--- config.mk ---
export PLATFORM = sky130hd
export DESIGN_NAME = alu64_exec_stage
export DESIGN_NICKNAME = d
export VERILOG_FILES = /design/src/rtl/alu_pkg.sv /design/src/rtl/alu64_core.sv /design/src/rtl/alu64_exec_stage.sv
export SDC_FILE = /design/constraint.sdc
export NUM_CORES = 1
export LEC_CHECK = 0
export ABC_AREA = 1
export BUFFER_PORTS_ARGS = -buffer_cell sky130_fd_sc_hd__buf_2
export CAP_MARGIN = 10
export CORE_UTILIZATION = 30
export DETAILED_ROUTE_END_ITERATION = 7
export SETUP_SLACK_MARGIN = 0.3
export SYNTH_ARGS = -nofsm -noshare
export SYNTH_HDL_FRONTEND = slang
export SYNTH_SLANG_ARGS = --single-unit
--- constraint.sdc ---
create_clock -name clk -period 2.2 [get_ports clk]
set_input_delay 0.33 -clock clk [delete_from_list [all_inputs] [get_ports clk]]
set_output_delay 0.33 -clock clk [all_outputs]
set_load 0.02 [all_outputs]
--- src/rtl/alu_pkg.sv ---
// alu_pkg: shared encodings, CC bit layout and condition evaluation for the Y86-64 execute stage.
package alu_pkg;
  localparam logic [1:0] ALU_ADD = 2'd0;
  localparam logic [1:0] ALU_SUB = 2'd1;
  localparam logic [1:0] ALU_AND = 2'd2;
  localparam logic [1:0] ALU_XOR = 2'd3;
  localparam logic [2:0] C_ALWAYS = 3'd0;
  localparam logic [2:0] C_LE     = 3'd1;
  localparam logic [2:0] C_L      = 3'd2;
  localparam logic [2:0] C_E      = 3'd3;
  localparam logic [2:0] C_NE     = 3'd4;
  localparam logic [2:0] C_GE     = 3'd5;
  localparam logic [2:0] C_G      = 3'd6;
  localparam int CC_ZF = 2;
  localparam int CC_SF = 1;
  localparam int CC_OF = 0;
  localparam logic [2:0] CC_RESET = 3'b100;
  typedef enum logic {EMPTY, FULL} slot_t;
  function automatic logic cond_eval(input logic [2:0] cc, input logic [2:0] fn);
    logic zf, lt;
    zf = cc[CC_ZF];
    lt = cc[CC_SF] ^ cc[CC_OF];
    return fn == C_ALWAYS ? 1'b1 :
           fn == C_LE     ? lt | zf :
           fn == C_L      ? lt :
           fn == C_E      ? zf :
           fn == C_NE     ? !zf :
           fn == C_GE     ? !lt :
           fn == C_G      ? !lt & !zf : 1'b0;
  endfunction
endpackage

--- src/rtl/alu64_core.sv ---
// alu64_core: combinational Y86 ALU, res = B op A, with ZF/SF/OF from the raw result.
module alu64_core import alu_pkg::*; #(
  parameter int W = 64
) (
  input  logic [1:0]   ifun_i,
  input  logic [W-1:0] a_i,
  input  logic [W-1:0] b_i,
  output logic [W-1:0] res_o,
  output logic         zf_o,
  output logic         sf_o,
  output logic         of_o
);
  logic sa, sb, sr;
  always_comb begin
    res_o = ifun_i == ALU_ADD ? b_i + a_i :
            ifun_i == ALU_SUB ? b_i - a_i :
            ifun_i == ALU_AND ? b_i & a_i : b_i ^ a_i;
    sa = a_i[W-1];
    sb = b_i[W-1];
    sr = res_o[W-1];
    zf_o = res_o == '0;
    sf_o = sr;
    of_o = ifun_i == ALU_ADD ? (sa == sb) && (sr != sa) :
           ifun_i == ALU_SUB ? (sa != sb) && (sr != sb) : 1'b0;
  end
endmodule

--- src/rtl/alu64_exec_stage.sv ---
// alu64_exec_stage: registered execute stage with CC register, condition evaluation
// and a single-slot output register that forwards downstream ready.
module alu64_exec_stage import alu_pkg::*; #(
  parameter int W = 64
) (
  input  logic         clk,
  input  logic         rst_n,
  input  logic         in_valid,
  output logic         in_ready,
  input  logic [1:0]   ifun,
  input  logic [2:0]   cond_fn,
  input  logic         set_cc,
  input  logic [W-1:0] val_a,
  input  logic [W-1:0] val_b,
  output logic         out_valid,
  input  logic         out_ready,
  output logic [W-1:0] val_e,
  output logic         cnd,
  output logic [2:0]   cc
);
  slot_t state_q, state_d;
  logic [W-1:0] val_e_q, val_e_d, res;
  logic cnd_q, cnd_d, zf, sf, of, acc;
  logic [2:0] cc_q, cc_d;
  alu64_core #(.W(W)) u_core (
    .ifun_i(ifun),
    .a_i   (val_a),
    .b_i   (val_b),
    .res_o (res),
    .zf_o  (zf),
    .sf_o  (sf),
    .of_o  (of)
  );
  assign in_ready  = state_q == EMPTY || out_ready;
  assign out_valid = state_q == FULL;
  assign acc       = in_valid && in_ready;
  assign val_e     = val_e_q;
  assign cnd       = cnd_q;
  assign cc        = cc_q;
  // cnd is taken from cc_q, i.e. the flags as they stood before this beat's update
  always_comb begin
    state_d = acc ? FULL : out_ready ? EMPTY : state_q;
    val_e_d = acc ? res : val_e_q;
    cnd_d   = acc ? cond_eval(cc_q, cond_fn) : cnd_q;
    cc_d    = acc && set_cc ? {zf, sf, of} : cc_q;
  end
  always_ff @(posedge clk or negedge rst_n) begin
    if (!rst_n) begin
      state_q <= EMPTY;
      val_e_q <= '0;
      cnd_q   <= 1'b0;
      cc_q    <= CC_RESET;
    end else begin
      state_q <= state_d;
      val_e_q <= val_e_d;
      cnd_q   <= cnd_d;
      cc_q    <= cc_d;
    end
  end
endmodule

==> results.toml <==
[timing]
slew_headroom_pct = 31.96
finalSetupViolCount = 34
worst_slew_pin_slew_ns = 1.021
fin_crit_ns = 2.494
finalClockSkew_ns = 0.004811
hold_viol_final = 0
finalMaxSlewViolations = 0
period_share_pct = 113.3
max_freq_mhz = 401.0
grt_setup_unrepaired = "yes"
setup_ws_ns = -0.2935

[setup_path]
worst-endpoint-required_ns = 2.48
cp_top_family = "simple AND/OR/NAND/NOR gates"
crit_slowest_cell = "ha_4"
path_common_cell = "nand2_1"
crit_arrival_ns = 2.77
path_class = "input pin to flip-flop"
slowest_delay_ns = 0.31
path_max_fanout = 4
worstPathCellList = "buf_2 -> inv_8 -> ha_4 -> nand2_4 -> buf_4 -> nor2_4 -> buf_4 -> nand2_1 -> inv_1 -> nand2_2 -> nor3_2 -> nand2_1 -> nand3_1 -> nand2_1 -> nand3_1 -> nand2_1 -> a21oi_4 -> nand2_1 -> nor2_1 -> nand3_1 -> nor2_1 -> nand2_1 -> nand2_1"
start_kind = "input pin"
cp_num_buf_inv = 5
cp-end-kind = "flip-flop"

[final_layout]
utilization_pct = 55.26
layout.nets = 4435
final_area_um2 = 29740
n_antenna_cell = 0
finalNonFillerCells = 4867
area_growth_syn_to_layout_pct = 82.28
fillCellCount = 5428
drive_above_1_share_pct = 50.30

[floorplanning]
fp.dieH_um = 235.2
rows = 85
initial_core_util_pct = 30.32
die-width_um = 235.2
dieArea_um2 = 55320
pin_count = 208
coreArea_um2 = 53810

[logic_synthesis]
synth_edf_count = 0
avgSynthCellArea_um2 = 5.081
ys.flop_type = "dfrtp_1"
yosys_warnings = 0
synth_cell_type_count = 46
synth_fp_nets = 3479
netlist_area_um2 = 16320
synth_cells = 3211
synth-seq-cells = 69
async_reset_ff_share_pct = 100.0
ys_seq_area_share_pct = 10.59

[pwr]
p_seq_share_pct = 13.7
p_leak_nw = 16.06
ir_drop_uv = 657.1
p_sw_mw = 5.911
switching_share_pct = 48.62
power_density_nw_per_um2 = 408.8
internal_power_mw = 6.247
pwr-share-comb_pct = 74.1
total_power_mw = 12.16
p_clk_share_pct = 12.2

[clocking]
path_clk_slew_ns = 0.06
clockRootBuffer = "clkbuf_16"
cts_buffers = 9
cts_sinks = 69
tritoncts = "yes"
cts_buffer_depth = 2
clock_latency_ns = 0.33
cts_max_level = 3

[drt]
wl_per_cell_um = 19.25
vias_per_cell = 4.981
wirelength_mm = 93.68
antenna_left = 0
drtIter0Drc = 2345
vias = 24240
drtPass1Iterations = 7
drc_errors = 2

[placed_design]
place_inst = 4741
place_area_um2 = 24700
dp_hpwl_mm = 79.26
pre_cts_slack_ns = -0.9831
io_buffers = 207
place.gp.congestion = 1.050

[hold_path]
hold_path_class = "input pin to flip-flop"

[global_route]
grt_pass1_vias = 22810
grt_max_degree = 110
groute.usage.overall_pct = 32.76
antenna_found_initial = 1
grt_pass1_wl_mm = 137.0
grt_overflow_total = 0

[run_status]
status = "finished, violations left"
violations = "DRC, setup timing"

[flow_run]
drv_cap = 0
==> cell usage after synthesis, types with 2 or more instances <==
cell      instances  share of area, %
nand3b_1          2             0.092
inv_2             9              0.21
mux2i_1           3              0.18
nor4_1            3              0.12
a21oi_2           2              0.11
a21oi_1         184               5.6
xor2_1           17              0.91
o21ai_2           2              0.11
buf_2            32              0.98
a21o_1            2             0.092
nand2_1        1175                27
nand4_1          28               1.1
o21ai_1           6              0.18
buf_4            24               1.1
nor2_2           20              0.77
nor3_2            3              0.18
buf_1             3             0.069
a22oi_1          36               1.7
clkbuf_1         33              0.76
dfrtp_1          68                10
inv_1           644                15
fa_1              2              0.25
nand2_2          12              0.46
nor3_1           27              0.83
a31oi_1          10              0.38
o22ai_1           4              0.15
nor2_1          305               7.0
o211ai_1          8              0.37
nand3_1         204               6.3
buf_6             6              0.41
o221ai_1         10              0.54
o21ai_0         153               4.7
nor2_4            2              0.14
ha_1            128               9.8
o21bai_1         22               1.0
and2_1            7              0.27
clkbuf_2          3             0.092
nand3_2           4              0.25
==> per-stage QoR <==
stage	hold WS, ns	TNS [ns]
global placement	0.3280	-30.28
finish	0.2595	-3.994
global route	0.2531	-7.996
floorplan	0.03441	-0.1232
CTS	0.2477	-2.877
detailed placement	0.3239	-31.48
==> logic make-up after synthesis <==
logic type / count (synthesis) / synth area share (%)
AND/OR/NAND/NOR: 1796 / 44.71
buffers and inverters: 754 / 18.44
AO/OA/AOI/OAI: 442 / 15.10
adder cells (fa/ha/maj): 130 / 10.06
flip-flops: 69 / 10.59
XOR/XNOR: 17 / 0.9126
multiplexers: 3 / 0.1841
==> worst reg2reg max path, cell delays in order (launching register included) <==
cell     delay (ns)
dfrtp_1        0.37
nand2_1        0.12
nand2_4        0.05
inv_1          0.07
nand2_1        0.14
nor2_1         0.17
nand3_1        0.09
nor2_1         0.12
nand3_1        0.08
nor2_1         0.09
nand3_1        0.11
nor2_4         0.17
nand3_2        0.12
nor2_2         0.11
nand2_1        0.05
nand2_1        0.05
==> power groups by stage <==
stage / clock network (mW) / registers [mW] / logic, mW
after floorplan: 0 / 1.97 / 3.44
after global placement: 0 / 1.68 / 7.23
after detailed placement: 0 / 1.69 / 7.25
after CTS: 1.52 / 1.67 / 8.08
after global routing: 1.57 / 1.69 / 9.58
final: 1.48 / 1.67 / 9.01
==> sequential cells by signal (all words and copies together), names as in the netlist <==
| register | count |
|---|---|
| val_e | 64 |
| cc | 3 |
| cnd | 1 |
| out_valid | 1 |
==> cell usage in the layout (no fill, tap or decap), types with 36 or more instances in the layout <==
cell       n
a21oi_1   65
a21oi_2   98
a22oi_1   36
nand3_2   47
ha_1      54
o21ai_1   50
nor2_4   108
nand2_2  255
dfrtp_1   68
nor2_2    80
buf_2    176
inv_2    134
nor2_1   139
inv_1    496
nand2_1  832
ha_4      65
o21ai_0   81
buf_6     91
nand3_1  142
buf_4    751
nand2_4  100
==> path summary, 6_finish.rpt <==
path / startpoint / to / slack (ns) / depth (start not counted)
max: val_a[31] / cc[2]$_DFFE_PN1P_ / -0.29 / 23
min: set_cc / cc[0]$_DFFE_PN0P_ / 0.26 / 3
max reg2reg: out_valid$_DFFE_PN0P_ / cc[2]$_DFFE_PN1P_ / 0.22 / 15
min reg2reg: val_e[49]$_DFFE_PN0P_ / val_e[49]$_DFFE_PN0P_ / 0.48 / 2
max in group asynchronous: rst_n / cc[2]$_DFFE_PN1P_ / 1.08 / 3
min in group asynchronous: rst_n / val_e[4]$_DFFE_PN0P_ / 0.50 / 2
==> routing by layer <==
| layer | vias to the layer above | global-route usage [%] | wire length [um] |
|---|---|---|---|
| li1 | 11810 | - | - |
| met1 | 11250 | 47.60 | 42520 |
| met2 | 1028 | 49.26 | 39010 |
| met3 | 162 | 5.183 | 9054 |
| met4 | 2 | 9.470 | 3068 |
| met5 | - | 0 | 18 |
==> final cells by class <==
type / count / area, um^2 / share of cell area, %
multi-input combinational: 2388 / 16250 / 54.65
clock inverter: 4 / 47.55 / 0.1599
tap: 696 / 870.8 / 2.928
inverter: 653 / 2554 / 8.587
timing repair buffer: 1046 / 8034 / 27.01
clock buffer: 11 / 252.7 / 0.8498
sequential: 69 / 1728 / 5.810
==> timing repair <==
item / 4_1_cts / 5_1_grt
buffers inserted: 57 / 53
pin swaps: 203 / 226
endpoints found under the setup margin: 62 / 63
hold buffers: 1 / 0
gates resized for setup: 599 / 520
endpoints found under the hold margin: 34 / 0
(Power assumes the default switching activity.)
